===== config.mk =====
export PLATFORM = sky130hd
export DESIGN_NAME = rr_mux8to1
export DESIGN_NICKNAME = d
export VERILOG_FILES = /design/src/rtl/rr_mux_pkg.sv /design/src/rtl/rr_pick8.sv /design/src/rtl/rr_mux8to1.sv
export SDC_FILE = /design/constraint.sdc
export NUM_CORES = 1
export LEC_CHECK = 0
export CORE_ASPECT_RATIO = 1.5
export CORE_MARGIN = 2
export CORE_UTILIZATION = 25
export CTS_CLUSTER_SIZE = 20
export DETAILED_ROUTE_END_ITERATION = 8
export PLACE_DENSITY = 0.52
export SETUP_SLACK_MARGIN = 0.1
export SLEW_MARGIN = 20
export SYNTH_ARGS = -nofsm -noshare
export SYNTH_HDL_FRONTEND = slang
export SYNTH_HIERARCHICAL = 1
export SYNTH_SLANG_ARGS = --single-unit
export TNS_END_PERCENT = 5

===== constraint.sdc =====
create_clock -name clk -period 4.85 [get_ports clk]
set_input_delay 0.7275 -clock clk [delete_from_list [all_inputs] [get_ports clk]]
set_output_delay 0.7275 -clock clk [all_outputs]
set_load 0.03 [all_outputs]

===== src/rtl/rr_mux_pkg.sv =====
// rr_mux_pkg: shared constants, types and helpers for the rr_mux8to1 block.
//   N_CH     - number of source channels (8)
//   SEL_W    - width of a channel index (3)
//   sel_t    - channel index type
//   next_ptr - advance a round-robin pointer, wrapping 7 -> 0
package rr_mux_pkg;

    localparam int N_CH  = 8;
    localparam int SEL_W = 3;

    typedef logic [SEL_W-1:0] sel_t;

    function automatic sel_t next_ptr(input sel_t s);
        return (s == sel_t'(N_CH-1)) ? sel_t'(0) : s + sel_t'(1);
    endfunction

endpackage


===== src/rtl/rr_pick8.sv =====
// rr_pick8: combinational circular search over an 8-bit request vector.
//   req   in  8 : request bits
//   start in  3 : index where the search begins (ascending, wraps 7 -> 0)
//   found out 1 : at least one request bit is set
//   idx   out 3 : first set index at or after start (0 when nothing found)
module rr_pick8
    import rr_mux_pkg::*;
(
    input  logic [N_CH-1:0] req,
    input  sel_t            start,
    output logic            found,
    output sel_t            idx
);

    sel_t cand;

    always_comb begin
        found = 1'b0;
        idx   = '0;
        cand  = '0;
        for (int i = 0; i < N_CH; i++) begin
            // 3-bit addition wraps naturally past channel 7.
            cand = start + sel_t'(i);
            if (!found && req[cand]) begin
                found = 1'b1;
                idx   = cand;
            end
        end
    end

endmodule


===== src/rtl/rr_mux8to1.sv =====
// rr_mux8to1: round-robin 8-to-1 valid/ready multiplexer with a registered
// output word tagged by its source channel index.
//
// Build option: RR_MUX_FIXED_PRIO_EN - when defined the round-robin pointer
// is removed and the lowest valid channel always wins.
//
// Ports:
//   clk       in  1          : clock, rising edge
//   rst       in  1          : asynchronous active-high reset
//   en        in  1          : allow new grants (held word still drains)
//   in_valid  in  8          : per-channel valid
//   in_data   in  8*DATA_W   : channel k at [k*DATA_W +: DATA_W]
//   in_ready  out 8          : per-channel accept, one-hot or zero
//   out_valid out 1          : output word valid
//   out_ready in  1          : downstream accept
//   out_data  out DATA_W     : registered data of the granted channel
//   out_sel   out 3          : registered index of the granted channel
module rr_mux8to1 #(
    parameter int DATA_W = 8
) (
    input  logic                         clk,
    input  logic                         rst,
    input  logic                         en,
    input  logic [7:0]                   in_valid,
    input  logic [8*DATA_W-1:0]          in_data,
    output logic [7:0]                   in_ready,
    output logic                         out_valid,
    input  logic                         out_ready,
    output logic [DATA_W-1:0]            out_data,
    output logic [2:0]                   out_sel
);

    import rr_mux_pkg::*;

    logic slot_free;
    logic grant;
    logic found;
    sel_t pick_idx;
    sel_t start;

`ifdef RR_MUX_FIXED_PRIO_EN
    assign start = '0;
`else
    sel_t ptr;
    assign start = ptr;
`endif

    rr_pick8 u_pick (
        .req   (in_valid),
        .start (start),
        .found (found),
        .idx   (pick_idx)
    );

    // Slot can be refilled in the same cycle it drains.
    assign slot_free = !out_valid || out_ready;
    // rst gating keeps in_ready low for the whole reset pulse, not just after the edge.
    assign grant     = !rst && en && slot_free && found;

    always_comb begin
        in_ready = '0;
        if (grant)
            in_ready[pick_idx] = 1'b1;
    end

    always_ff @(posedge clk or posedge rst) begin
        if (rst) begin
            out_valid <= 1'b0;
            out_data  <= '0;
            out_sel   <= '0;
        end else if (grant) begin
            out_valid <= 1'b1;
            out_data  <= in_data[pick_idx*DATA_W +: DATA_W];
            out_sel   <= pick_idx;
        end else if (slot_free) begin
            out_valid <= 1'b0;
        end
    end

`ifndef RR_MUX_FIXED_PRIO_EN
    always_ff @(posedge clk or posedge rst) begin
        if (rst)
            ptr <= '0;
        else if (grant)
            ptr <= next_ptr(pick_idx);
    end
`endif

endmodule


==> qor.txt <==
status = finished, final reports clean
global-route wire length before repair = 11.6 mm
postcts setup bufs = 0
count leader, synth = mux2i_1
Clock Latency Late Sink = 0.25 ns
R2R Setup Slk = 0.91 ns
via/cell ratio = 5.21
PwrDens = 841 mW/mm²
CTS HTree Levels = 1
Ys Warns = 6
Mapped Area = 0.00234 mm²
hold path start = out_sel[0]
Ports = 96
post-synth top area cell = mux2i_1
crit path kind = in -> out
worst-path cell chain = clkdlybuf4s50_1, mux4_2, a21oi_1, o311a_1, o21ai_2, o311ai_2, nand2_1, o21ai_4, inv_1, buf_4, nor4b_2, buf_4
Final Setup Violations = 0
Area Overhead vs Synth = 49.1%
Leak Pwr = 1.47 nW
Rows = 43
Crit Path Max Fanout = 9
CP required = 4.12 ns
Final Wtd Congestion = 0.792
wire per inst = 16.9 µm
syn_area_per_cell = 10.3 µm²
VDD IR max = 571 µV
post-DP HPWL = 6.00 mm
RSZ-0062 raised after global routing = yes
Seq cells post-synth = 15
die height = 123 µm
Final #Nets = 399
DRT Wirelength = 7.26 mm
Horiz. Die Dim = 83.0 µm
EDFF count, synth = 0
CTS tree = built
Core Footprint = 0.00920 mm²
DRC = 0
Overall Global Routing Usage = 14.2%
Worst Hold Class = reg -> reg
Worst Setup SP = in_valid[6]
number of buffers created by CTS = 3
Setup TNS Final = 0 ns
layout cell share with drive strength beyond 1 = 18.6%
worst-margin pin slew = 0.410 ns
count of pins over their slew limit = 0
number of antenna diodes = 0
cells after synthesis = 227
Clock Tree Buf Depth = 2
Worst path max stage delay = 0.60 ns
Worst path slowest cell = mux4_2
Final Cell Area = 0.00349 mm²
clock skew = 0.00491 ns
drt first-iter violations = 157
antenna-violating nets left = 0
clock transition at the registers of the reported paths = 0.05 ns
most frequent cells after synthesis = mux2i_1, mux4_2, inv_1, dfrtp_1
Final period util = 94.2%
clock sinks = 15
Crit. End Element = output port
Max Clock Freq = 219 MHz
drt first pass iters = 4
synth top area cells = mux2i_1, mux4_2, dfrtp_1
grt total ovfl = 0
post-synth cell types = 54
vias in the first global route = 2,268
sequential share of the synthesized area = 16.0%
Area after DPL = 0.00339 mm²
syn nets = 307
initial core utilization = 25.5%
Slew HR = 71.9%
Worst Setup Start Kind = input pin
Yosys top cell area share = 19.7%
clock root buffer = clkbuf_16
Synth async-reset ratio = 100%
die area = 0.0102 mm²
initial antenna violation count = 0
Main synth FF type = dfrtp_1
reg2reg start = ptr[1]
Port Buffers = 95
cell mode on critical path = buf_4
vias post-DR = 2,239
largest net degree at the start of global routing = 24
Tmin final = 4.57 ns
crit path DAT = 3.84 ns
Hold Fails Final Rpt = 0
Max-Cap Viols = 0
metal layers:
layer / global-route usage [%] / share of wire [%]
met1: 15.2 / 36
met2: 28.8 / 58
met3: 2.15 / 5.4
met4: 3.48 / 1.4
met5: 0 / 0
cell usage in the layout, fill, tap and decap left out, types with 2 or more instances in the layout:
cell	n
clkbuf_16	3
and3_1	5
buf_4	16
inv_1	17
dfrtp_1	15
ha_1	3
nand2_1	13
mux2_4	2
a21oi_1	8
mux2i_1	46
nor2b_1	2
nor4b_2	3
a22oi_1	2
nor4_1	2
mux2_2	4
mux2_1	5
o21ai_0	5
clkdlybuf4s50_1	87
nor3_1	3
dlymetal6s2s_1	2
nand2b_1	2
a2111oi_0	2
nor2_1	13
mux4_1	5
xor2_1	2
o311a_1	2
a21o_1	2
mux4_2	18
final timing paths:
kind	endpoint	cells past startpoint
min	out_sel[0]	1
max reg2reg	out_data[2]	13
max in group asynchronous	out_data[6]	3
max	in_ready[3]	12
min reg2reg	out_sel[0]	1
min in group asynchronous	out_valid	2
what timing repair did:
| action | CTS | global route |
|---|---|---|
| hold buffers | 0 | 0 |
| gates resized for setup | 0 | 7 |
| endpoints found under the setup margin | 0 | 7 |
sequential cells by signal (all words and copies together), names as in the netlist:
name       cells
ptr            3
out_sel        3
out_data       8
out_valid      1
layout make-up:
| class | instances | area, µm² |
|---|---|---|
| Clock buffer | 3 | 75.1 |
| Clock inverter | 1 | 5.00 |
| Fill cell | 909 | 5710 |
| Inverter | 18 | 67.6 |
| Multi-Input combinational cell | 175 | 1800 |
| Sequential cell | 15 | 375 |
| Tap cell | 112 | 140 |
| Timing Repair Buffer | 106 | 1030 |
kinds of logic (layout without fill, tap and decap cells):
group	after synthesis	in the layout	synth area share, %
AOI/OAI and AO/OA	37	37	11.2
xor gates and xnor gates	3	3	1.12
adders and majority gates	4	4	2.14
buffers and inverters	37	128	9.24
DFF	15	15	16.0
muxes	81	81	49.1
and+or+nand+nor	50	50	11.1
power by group:
group	total, W	internal (W)	switching (W)
registers	0.000230	0.000191	0.0000394
logic	0.00254	0.00123	0.00132
clock network	0.000164	0.000110	0.0000533
total	0.00294	0.00153	0.00141
critical path: cells and delay by family:
family          cells  cell delay (ns)
compound gates      5             1.06
buf+inv             4             1.03
mux                 1             0.60
simple gates        2             0.42
metrics by stage:
stage	utilization (%)	worst slack (ns)	hold WS (ns)	instances	power, W
2_1_floorplan	-	-0.245	0.479	227	0.00223
3_3_place_gp	36.8	0.204	0.472	426	0.00276
3_5_place_dp	36.8	0.165	0.474	426	0.00277
4_1_cts	37.7	0.153	0.494	430	0.00295
5_1_grt	38.0	0.0943	0.520	430	0.00317
6_report	38.0	0.280	0.490	430	0.00294
No activity file was read; power rests on OpenSTA's default activity.
